[config.mk]
export PLATFORM = sky130hd
export DESIGN_NAME = ram_bist_march_ctrl
export DESIGN_NICKNAME = d
export VERILOG_FILES = /design/src/rtl/ram_bist_pkg.sv /design/src/rtl/ram_bist_cmp.sv /design/src/rtl/ram_bist_march_ctrl.sv
export SDC_FILE = /design/constraint.sdc
export NUM_CORES = 1
export LEC_CHECK = 0
export ABC_AREA = 1
export ABC_CLOCK_PERIOD_IN_PS = 1600
export CORE_MARGIN = 10
export CORE_UTILIZATION = 25
export CTS_CLUSTER_SIZE = 30
export DETAILED_ROUTE_END_ITERATION = 12
export HOLD_SLACK_MARGIN = 0.02
export PLACE_DENSITY_LB_ADDON = 0.05
export SLEW_MARGIN = 20
export SYNTH_ARGS = -nofsm -noshare
export SYNTH_HDL_FRONTEND = slang
export SYNTH_SLANG_ARGS = --single-unit
export TNS_END_PERCENT = 10
[constraint.sdc]
create_clock -name Clk -period 1.6 [get_ports Clk]
set_input_delay 0.48 -clock Clk [delete_from_list [all_inputs] [get_ports Clk]]
set_output_delay 0.48 -clock Clk [all_outputs]
set_load 0.02 [all_outputs]
[src/rtl/ram_bist_pkg.sv]
// Shared types and constants for the RAM March-test BIST controller.
package ram_bist_pkg;

   typedef enum logic [2:0] {
      IDLE,
      M0_W,
      M1_UP,
      M2_DN,
      M3_RD,
      DRAIN,
      DONE
   } state_t;

   typedef enum logic {
      PH_RD,
      PH_WR
   } phase_t;

   // Sliced down to the byte-enable width at the point of use.
   localparam logic [31:0] WEN_ALL = 32'hFFFF_FFFF;

endpackage

[src/rtl/ram_bist_cmp.sv]
// Read-data checker: carries {addr, expected} alongside the RAM read latency,
// compares RD as each entry emerges and records first failure plus error count.
module ram_bist_cmp
   import ram_bist_pkg::*;
#(
   parameter int ADDR_W     = 10,
   parameter int DATA_W     = 16,
   parameter int RD_LATENCY = 1,
   parameter int ERRCNT_W   = 8
) (
   input  logic                clk,
   input  logic                rst,
   input  logic                clr,
   input  logic                push,
   input  logic [ADDR_W-1:0]   push_addr,
   input  logic [DATA_W-1:0]   push_exp,
   input  logic [DATA_W-1:0]   rd,
   output logic                fail,
   output logic [ADDR_W-1:0]   fail_addr,
   output logic [DATA_W-1:0]   fail_data,
   output logic [ERRCNT_W-1:0] err_count
);

   logic [ADDR_W-1:0]     addr_p [RD_LATENCY];
   logic [DATA_W-1:0]     exp_p  [RD_LATENCY];
   logic [RD_LATENCY-1:0] vld_p;
   logic                  miss;

   function automatic logic [ERRCNT_W-1:0] sat_inc(input logic [ERRCNT_W-1:0] v);
      return (&v) ? v : v + ERRCNT_W'(1);
   endfunction

   assign miss = vld_p[RD_LATENCY-1] && (rd != exp_p[RD_LATENCY-1]);

   always_ff @(posedge clk) begin
      if (rst || clr) begin
         vld_p     <= '0;
         fail      <= 1'b0;
         fail_addr <= '0;
         fail_data <= '0;
         err_count <= '0;
         for (int i = 0; i < RD_LATENCY; i++) begin
            addr_p[i] <= '0;
            exp_p[i]  <= '0;
         end
      end else begin
         // stage 0 captures the read issue; the last stage lines up with RD
         vld_p[0]  <= push;
         addr_p[0] <= push_addr;
         exp_p[0]  <= push_exp;
         for (int i = 1; i < RD_LATENCY; i++) begin
            vld_p[i]  <= vld_p[i-1];
            addr_p[i] <= addr_p[i-1];
            exp_p[i]  <= exp_p[i-1];
         end
         if (miss) begin
            fail      <= 1'b1;
            err_count <= sat_inc(err_count);
            if (!fail) begin
               fail_addr <= addr_p[RD_LATENCY-1];
               fail_data <= rd;
            end
         end
      end
   end

endmodule

[src/rtl/ram_bist_march_ctrl.sv]
// March BIST initiator: w P; up(r P, w ~P); down(r ~P, w P); r P over the whole RAM,
// driving the RAM write/read ports and reporting the result through ram_bist_cmp.
module ram_bist_march_ctrl
   import ram_bist_pkg::*;
#(
   parameter int ADDR_W     = 10,
   parameter int DATA_W     = 16,
   parameter int WEN_W      = 2,
   parameter int RD_LATENCY = 1,
   parameter int ERRCNT_W   = 8
) (
   input  logic                Clk,
   input  logic                Rst,
   input  logic                Start,
   input  logic [DATA_W-1:0]   Pattern,
   output logic                Busy,
   output logic                Done,
   output logic                Fail,
   output logic [ADDR_W-1:0]   FailAddr,
   output logic [DATA_W-1:0]   FailData,
   output logic [ERRCNT_W-1:0] ErrCount,
   output logic [ADDR_W-1:0]   WA,
   output logic [DATA_W-1:0]   WD,
   output logic [WEN_W-1:0]    WEN,
   output logic                WClk_En,
   output logic [ADDR_W-1:0]   RA,
   output logic                RClk_En,
   input  logic [DATA_W-1:0]   RD
);

   localparam logic [ADDR_W-1:0] ADDR_LAST = '1;
   localparam int                DRAIN_W   = $clog2(RD_LATENCY + 1);

   state_t              state, state_n;
   phase_t              phase, phase_n;
   logic [ADDR_W-1:0]   addr, addr_n;
   logic [DRAIN_W-1:0]  drain_cnt, drain_n;
   logic [DATA_W-1:0]   pat;
   logic                start_ok;
   logic                wr_en;
   logic                rd_en;
   logic [DATA_W-1:0]   exp_data;

   assign start_ok = Start && ((state == IDLE) || (state == DONE));

   always_ff @(posedge Clk) begin
      if (Rst) begin
         state     <= IDLE;
         phase     <= PH_RD;
         addr      <= '0;
         drain_cnt <= '0;
         pat       <= '0;
      end else begin
         state     <= state_n;
         phase     <= phase_n;
         addr      <= addr_n;
         drain_cnt <= drain_n;
         if (start_ok) pat <= Pattern;
      end
   end

   // The terminal address of each element is what moves the FSM on; no modulo wrap.
   always_comb begin
      state_n = state;
      phase_n = phase;
      addr_n  = addr;
      drain_n = drain_cnt;
      unique case (state)
         IDLE, DONE: begin
            if (Start) begin
               state_n = M0_W;
               addr_n  = '0;
               phase_n = PH_RD;
            end
         end
         M0_W: begin
            if (addr == ADDR_LAST) begin
               state_n = M1_UP;
               addr_n  = '0;
            end else begin
               addr_n = addr + ADDR_W'(1);
            end
         end
         M1_UP: begin
            if (phase == PH_RD) begin
               phase_n = PH_WR;
            end else begin
               phase_n = PH_RD;
               if (addr == ADDR_LAST) state_n = M2_DN;
               else                   addr_n  = addr + ADDR_W'(1);
            end
         end
         M2_DN: begin
            if (phase == PH_RD) begin
               phase_n = PH_WR;
            end else begin
               phase_n = PH_RD;
               if (addr == '0) state_n = M3_RD;
               else            addr_n  = addr - ADDR_W'(1);
            end
         end
         M3_RD: begin
            if (addr == ADDR_LAST) begin
               state_n = DRAIN;
               drain_n = '0;
            end else begin
               addr_n = addr + ADDR_W'(1);
            end
         end
         DRAIN: begin
            if (drain_cnt == DRAIN_W'(RD_LATENCY - 1)) state_n = DONE;
            else                                       drain_n = drain_cnt + DRAIN_W'(1);
         end
         default: state_n = IDLE;
      endcase
   end

   // Read and write phases alternate, so both enables are never high together.
   assign wr_en = (state == M0_W) ||
                  (((state == M1_UP) || (state == M2_DN)) && (phase == PH_WR));
   assign rd_en = (state == M3_RD) ||
                  (((state == M1_UP) || (state == M2_DN)) && (phase == PH_RD));

   assign exp_data = (state == M2_DN) ? ~pat : pat;

   assign Busy    = (state == M0_W) || (state == M1_UP) || (state == M2_DN) ||
                    (state == M3_RD) || (state == DRAIN);
   assign Done    = (state == DONE);
   assign WA      = addr;
   assign RA      = addr;
   assign WD      = (state == M1_UP) ? ~pat : pat;
   assign WEN     = wr_en ? WEN_ALL[WEN_W-1:0] : '0;
   assign WClk_En = wr_en;
   assign RClk_En = rd_en;

   ram_bist_cmp #(
      .ADDR_W     (ADDR_W),
      .DATA_W     (DATA_W),
      .RD_LATENCY (RD_LATENCY),
      .ERRCNT_W   (ERRCNT_W)
   ) u_cmp (
      .clk       (Clk),
      .rst       (Rst),
      .clr       (start_ok),
      .push      (rd_en),
      .push_addr (addr),
      .push_exp  (exp_data),
      .rd        (RD),
      .fail      (Fail),
      .fail_addr (FailAddr),
      .fail_data (FailData),
      .err_count (ErrCount)
   );

endmodule
* Word level (Yosys, flattened, before mapping)
Memories as Yosys holds them, arrays and structs flattened. A register that Yosys moved wholly into a read port is not among the register bits.
Index checks and enable logic that the tools add are counted.
W data, S select, Z words.
** Cells by class
- Equal/unequal tests :: 17
- Mux-type cells :: 32
- Add/subtract/negate cells :: 4
- Bitwise gates (word level) :: 4
- Reduce and logical (&&, ||, !) cells :: 29
** Operator list (count)
- $mux W10 :: 7
- $pmux W10 S5 :: 1
- $mux W16 :: 3
- $mux W3 :: 8
- $ne A2 B2 Y1 const B :: 9
- $pmux W3 S6 :: 1
- $ne A16 B16 Y1 :: 1
- $not A16 Y16 :: 1
- $reduce_and A8 Y1 :: 2
- $reduce_or A16 Y1 :: 1
- $add A10 B1 Y10 const B :: 1
- $eq A10 B10 Y1 const B :: 1
- $logic_not A10 Y1 :: 1
- $reduce_or A10 Y1 :: 1
- $sub A10 B1 Y10 const B :: 1
- $eq A3 B3 Y1 const B :: 3
- $logic_or A1 B1 Y1 :: 9
- $mux W1 :: 9
- $add A8 B1 Y8 const B :: 1
- $reduce_and A2 Y1 :: 4
- $eq A3 B2 Y1 const B :: 2
- $reduce_and A5 Y1 :: 1
- $reduce_bool A5 Y1 :: 1
- $logic_and A1 B1 Y1 :: 4
- 8 further kinds :: 13
** Storage, ports and cells
- Word-level logic and storage cells :: 97
- Output and inout bits :: 77
- RAM bits :: 26
- Register bits :: 57
- Input port bits :: 35
- Memories kept :: 2
** Memories
- u_cmp.exp_p :: words 1, width 16, rd ports 1, clocked after Yosys merged registers in 0, write ports 1, line ram_bist_cmp.sv:25 : logic [DATA_W-1:0] exp_p [RD_LATENCY];
- u_cmp.addr_p :: words 1, width 10, rd ports 1, clocked after Yosys merged registers in 1, write ports 1, line ram_bist_cmp.sv:24 : logic [ADDR_W-1:0] addr_p [RD_LATENCY];

* Logic depth before layout (Yosys ltp)
Gate-level depths: netlist (run 1).
- Word-level depth :: 7
- Mapped depth :: 11

* Hierarchy
Synthesis (run 1) repeated with hierarchy kept, for this count alone.
** Unflattened totals
- Cells, all modules :: 817
- Area total of the unflattened synthesis :: 5306.3 µm²
** By module, submodules not included
- ram_bist_cmp :: cells an instance 476, instances 1, area each 3005.4 µm², seq. area each 1241.2 µm²
- ram_bist_march_ctrl :: cells an instance 341, instances 1, area each 2301.0 µm², seq. area each 600.6 µm²

* Worst setup path after synthesis (run 1)
No wires, ideal clock.
- Kind :: reg-to-output
- Start :: reg state[1]
- End :: out WEN[0]
- Setup slack :: -0.398 ns
- Data arrival time :: 1.518 ns
- Stages on the path, launching flop included :: 6
- Path through :: dfxtp_1 -> inv_2 -> nor2_1 -> inv_1 -> o21ai_0 -> buf_4
** Between the ends
- Word-level cells in the longest chain between the ends :: 5
- Elaborated cells on any way between the ends :: 7
- Classes of those cells :: eq/ne: 3; mux: 1; reduce/logical: 3
** Ends and longest elaborated chain
- start, declared :: line ram_bist_march_ctrl.sv:34 : state_t state, state_n;
- start signal, assigned :: line ram_bist_march_ctrl.sv:54 : state <= state_n;
- $eq A3 B2 Y1 :: line ram_bist_march_ctrl.sv:120 : (((state == M1_UP) || (state == M2_DN)) && (phase == PH_WR));
- $logic_or A1 B1 Y1 :: line ram_bist_march_ctrl.sv:120
- $logic_and A1 B1 Y1 :: line ram_bist_march_ctrl.sv:120
- $logic_or A1 B1 Y1 * :: line ram_bist_march_ctrl.sv:119 : assign wr_en = (state == M0_W) ||
- named net WClk_En :: line ram_bist_march_ctrl.sv:25 : output logic WClk_En,
- $mux W2 * :: line ram_bist_march_ctrl.sv:132 : assign WEN = wr_en ? WEN_ALL[WEN_W-1:0] : '0;
- end, declared :: line ram_bist_march_ctrl.sv:24 : output logic [WEN_W-1:0] WEN,
Mark *: on every way through the listed nets, which the timed path passes. The rest lies on a longest branch.

* Final worst setup path (run 1)
- Start :: reg state[0]
- End :: out WD[14]
** Between the ends
- Word-level cells in the longest chain between the ends :: 2
** Ends and longest elaborated chain
- $eq A3 B2 Y1 :: line ram_bist_march_ctrl.sv:131 : assign WD = (state == M1_UP) ? ~pat : pat;
- $mux W16 :: line ram_bist_march_ctrl.sv:131
- end, declared :: line ram_bist_march_ctrl.sv:23 : output logic [DATA_W-1:0] WD,
Every way passes these cells.

==> results.toml, run 1 <==
[cts]
htree_num_levels = 3
cts.sink_count = 92
cts_tree = "yes"
cts_max_path_buffers = 2
root_buffer = "clkbuf_16"
clk_pin_slew_ns = 0.07
cts_buffers = 9
clock_latency_ns = 0.35

[global_route]
antenna_found_initial = 0
grt_first_pass_wirelength_um = 25540
grt_max_degree = 32
grt_remaining_overflow = 0
grt.total_usage = 0.1303
first_global_vias = 4753

[critical_path]
startpoint = "state[0]"
worstSetupEndpointType = "output pin"
crit_fanout = 8
start_kind = "register"
criticalPathCategory = "reg -> out"
worstPathRequired_ns = 1.12
cp_data_arrival_time_ns = 1.41
regToRegStartpoint = "state[0]"

[yosys]
syn_nets = 713
synth-edff-count = 0
synth.cell_area_sq_um = 4606
synthFlopType = "dfxtp_1"
ys_async_sr_fraction = 0
synth_cells = 674
synth-seq-cells = 92
synth.distinct_cells = 30
avgSynthCellArea_sq_um = 6.833
yosysSeqAreaShare = 0.3999
yosysWarnings = 0

[sta]
hold_violations = 0
min_period_over_period = 1.180
min_period_ns = 1.888
rsz0062_at_grt = "true"
clock_skew_ns = 0.005996
finalMaxSlewViolations = 0
fmax_mhz = 529.7
setup_slack_ns = -0.2878
final-setup-viol-count = 35
slew_headroom = 0.7176
worst_pin_slew_ns = 0.4231

[detailed_routing]
drt-initial-drc-count = 289
antenna_left = 0
drc = 0
vias = 4832
avgRoutedWirePerCell_um = 14.36
via_per_inst = 4.397
drt_pre_antenna_iters = 5
routed_wl_um = 15780

[finish]
final_nets = 904
layout_common_cells = "195 x nand2_1, 100 x buf_4, 82 x dfxtp_1"
n_antenna_cell = 0
fill_cells = 1946
instances_no_fill = 1099
design_area_sq_um = 7171
drive_gt1_frac = 0.2667
area_growth_pct = 55.69
layout_commonest_cell = "nand2_1"

[placed_design]
numPortBuffers = 111
gp_congestion = 0.8208
place_area_sq_um = 6733
place_hpwl_um = 12070
placedCellCount = 1079

[job]
drv_cap = 0

[pwr]
intPower_w = 0.006280
p_leak_nw = 3.204
power_frac_clock = 0.236
comb_power_share = 0.489
cellPowerDensity_nw_per_um2 = 1409
p_seq_frac = 0.275
ir_worst_vdd_uv = 720.9
netSwitchingFraction = 0.3785
p_switching_w = 0.003824

[floorplanning]
top_level_ports = 112
initial_core_util = 0.2555
core_area_sq_um = 18020
core.rowCount = 49
die_area_sq_um = 24250
fp.dieH_um = 155.7
die_x_um = 155.7

[outcome]
violations = "setup timing"
status = "finished, violations left"

[hold_path]
min-delay-start = "RD[0]"
min_path_type = "in -> reg"
==> final timing paths <==
check / to / slack, ns / cells past startpoint
setup / recovery: WD[14] / -0.29 / 5
hold / removal: u_cmp.fail_data[0] / 0.45 / 3
setup reg to reg: RA[0] / -0.15 / 12
hold reg to reg: u_cmp.fail_addr[4] / 0.46 / 2
==> critical path, stage by stage (launching register included) <==
cell and delay, ns:
dfxtp_2 0.34, inv_2 0.08, nand3_4 0.14, buf_12 0.20
xor2_2 0.16, buf_6 0.14
==> cell usage after synthesis (4+ instances only) <==
cell type | n | area (sq um)
nand2_1 | 199 | 747.0
dfxtp_1 | 92 | 1842
a21oi_1 | 83 | 415.4
inv_1 | 69 | 259.0
nor2_1 | 50 | 187.7
nand4_1 | 38 | 237.7
nand3_1 | 27 | 135.1
o21ai_0 | 25 | 125.1
xor2_1 | 23 | 201.4
buf_4 | 16 | 120.1
clkbuf_1 | 12 | 45.04
buf_2 | 9 | 45.04
inv_2 | 6 | 22.52
ha_1 | 4 | 50.05
==> cell type report <==
type,count,area [sq um],share of cell area
well taps,229,286.5,0.03996
clock buffers,11,252.7,0.03525
clock inverters,5,83.83,0.01169
multi-input cells,465,2447,0.3413
repair buffers,221,1961,0.2734
inverters,76,285.3,0.03978
flip-flops and latches,92,1854,0.2586
==> layer usage <==
layer  GRT usage  up-vias  routed length (um)
met1      0.1818     2213                8057
li1            -     2517                   -
met3     0.03446       14                 799
met5           0        -                   0
met2      0.1903       88                6671
met4     0.04144        0                 251
==> state kept, by name, indices dropped and copies added (netlist names) <==
| signal | count |
|---|---|
| u_cmp.addr_p | 10 |
| u_cmp.fail_addr | 10 |
| RA | 10 |
| phase | 1 |
| u_cmp.vld_p | 1 |
| pat | 16 |
| u_cmp.fail | 1 |
| state | 3 |
| u_cmp.err_count | 8 |
| u_cmp.fail_data | 16 |
| u_cmp.exp_p | 16 |
==> power groups by stage <==
stage	sequential, W	combinational (W)	clock [W]
floorplan	0.00285	0.00240	0
global placement	0.00281	0.00477	0
detailed placement	0.00282	0.00477	0
CTS	0.00277	0.00488	0.00248
global route	0.00281	0.00544	0.00258
finish	0.00278	0.00494	0.00239
==> per-stage QoR <==
step	power, W	setup TNS (ns)	hold slack, ns	util	worst slack (ns)
after floorplan	0.005249	-0.04268	0.4390	-	-0.004268
after detailed placement	0.007592	-39.70	0.4506	0.3735	-0.6789
after global placement	0.007587	-39.55	0.4492	0.3735	-0.6760
final	0.01010	-6.489	0.4464	0.3978	-0.2878
after CTS	0.01013	-6.961	0.4587	0.3942	-0.3317
after global routing	0.01083	-10.53	0.4655	0.3978	-0.3430
==> kinds of logic (layout without fill, tap and decap cells) <==
logic type               after synthesis  after routing  synth area share
AND/OR/NAND/NOR                      325            325            0.3070
flip-flops                            92             92            0.3999
buffers and inverters                117            313            0.1125
XOR/XNOR                              26             26           0.04944
AO/OA/AOI/OAI                        110            110            0.1203
adder cells (fa/ha/maj)                4              4           0.01087
==> what timing repair did <==
item,CTS,global route
gates cloned,0,0
hold buffers,0,0
endpoints found under the setup margin,154,124
setup buffers,2,2
gates resized for setup,248,52
pin swaps,4,6
Power figures use the tool's default switching activity.
==> run 2, diff against run 1 <==
GPL_TIMING_DRIVEN = 1   (was default)
==> results of run 2 <==
The final DEF is identical to that of run 1; final timing and power are the same.
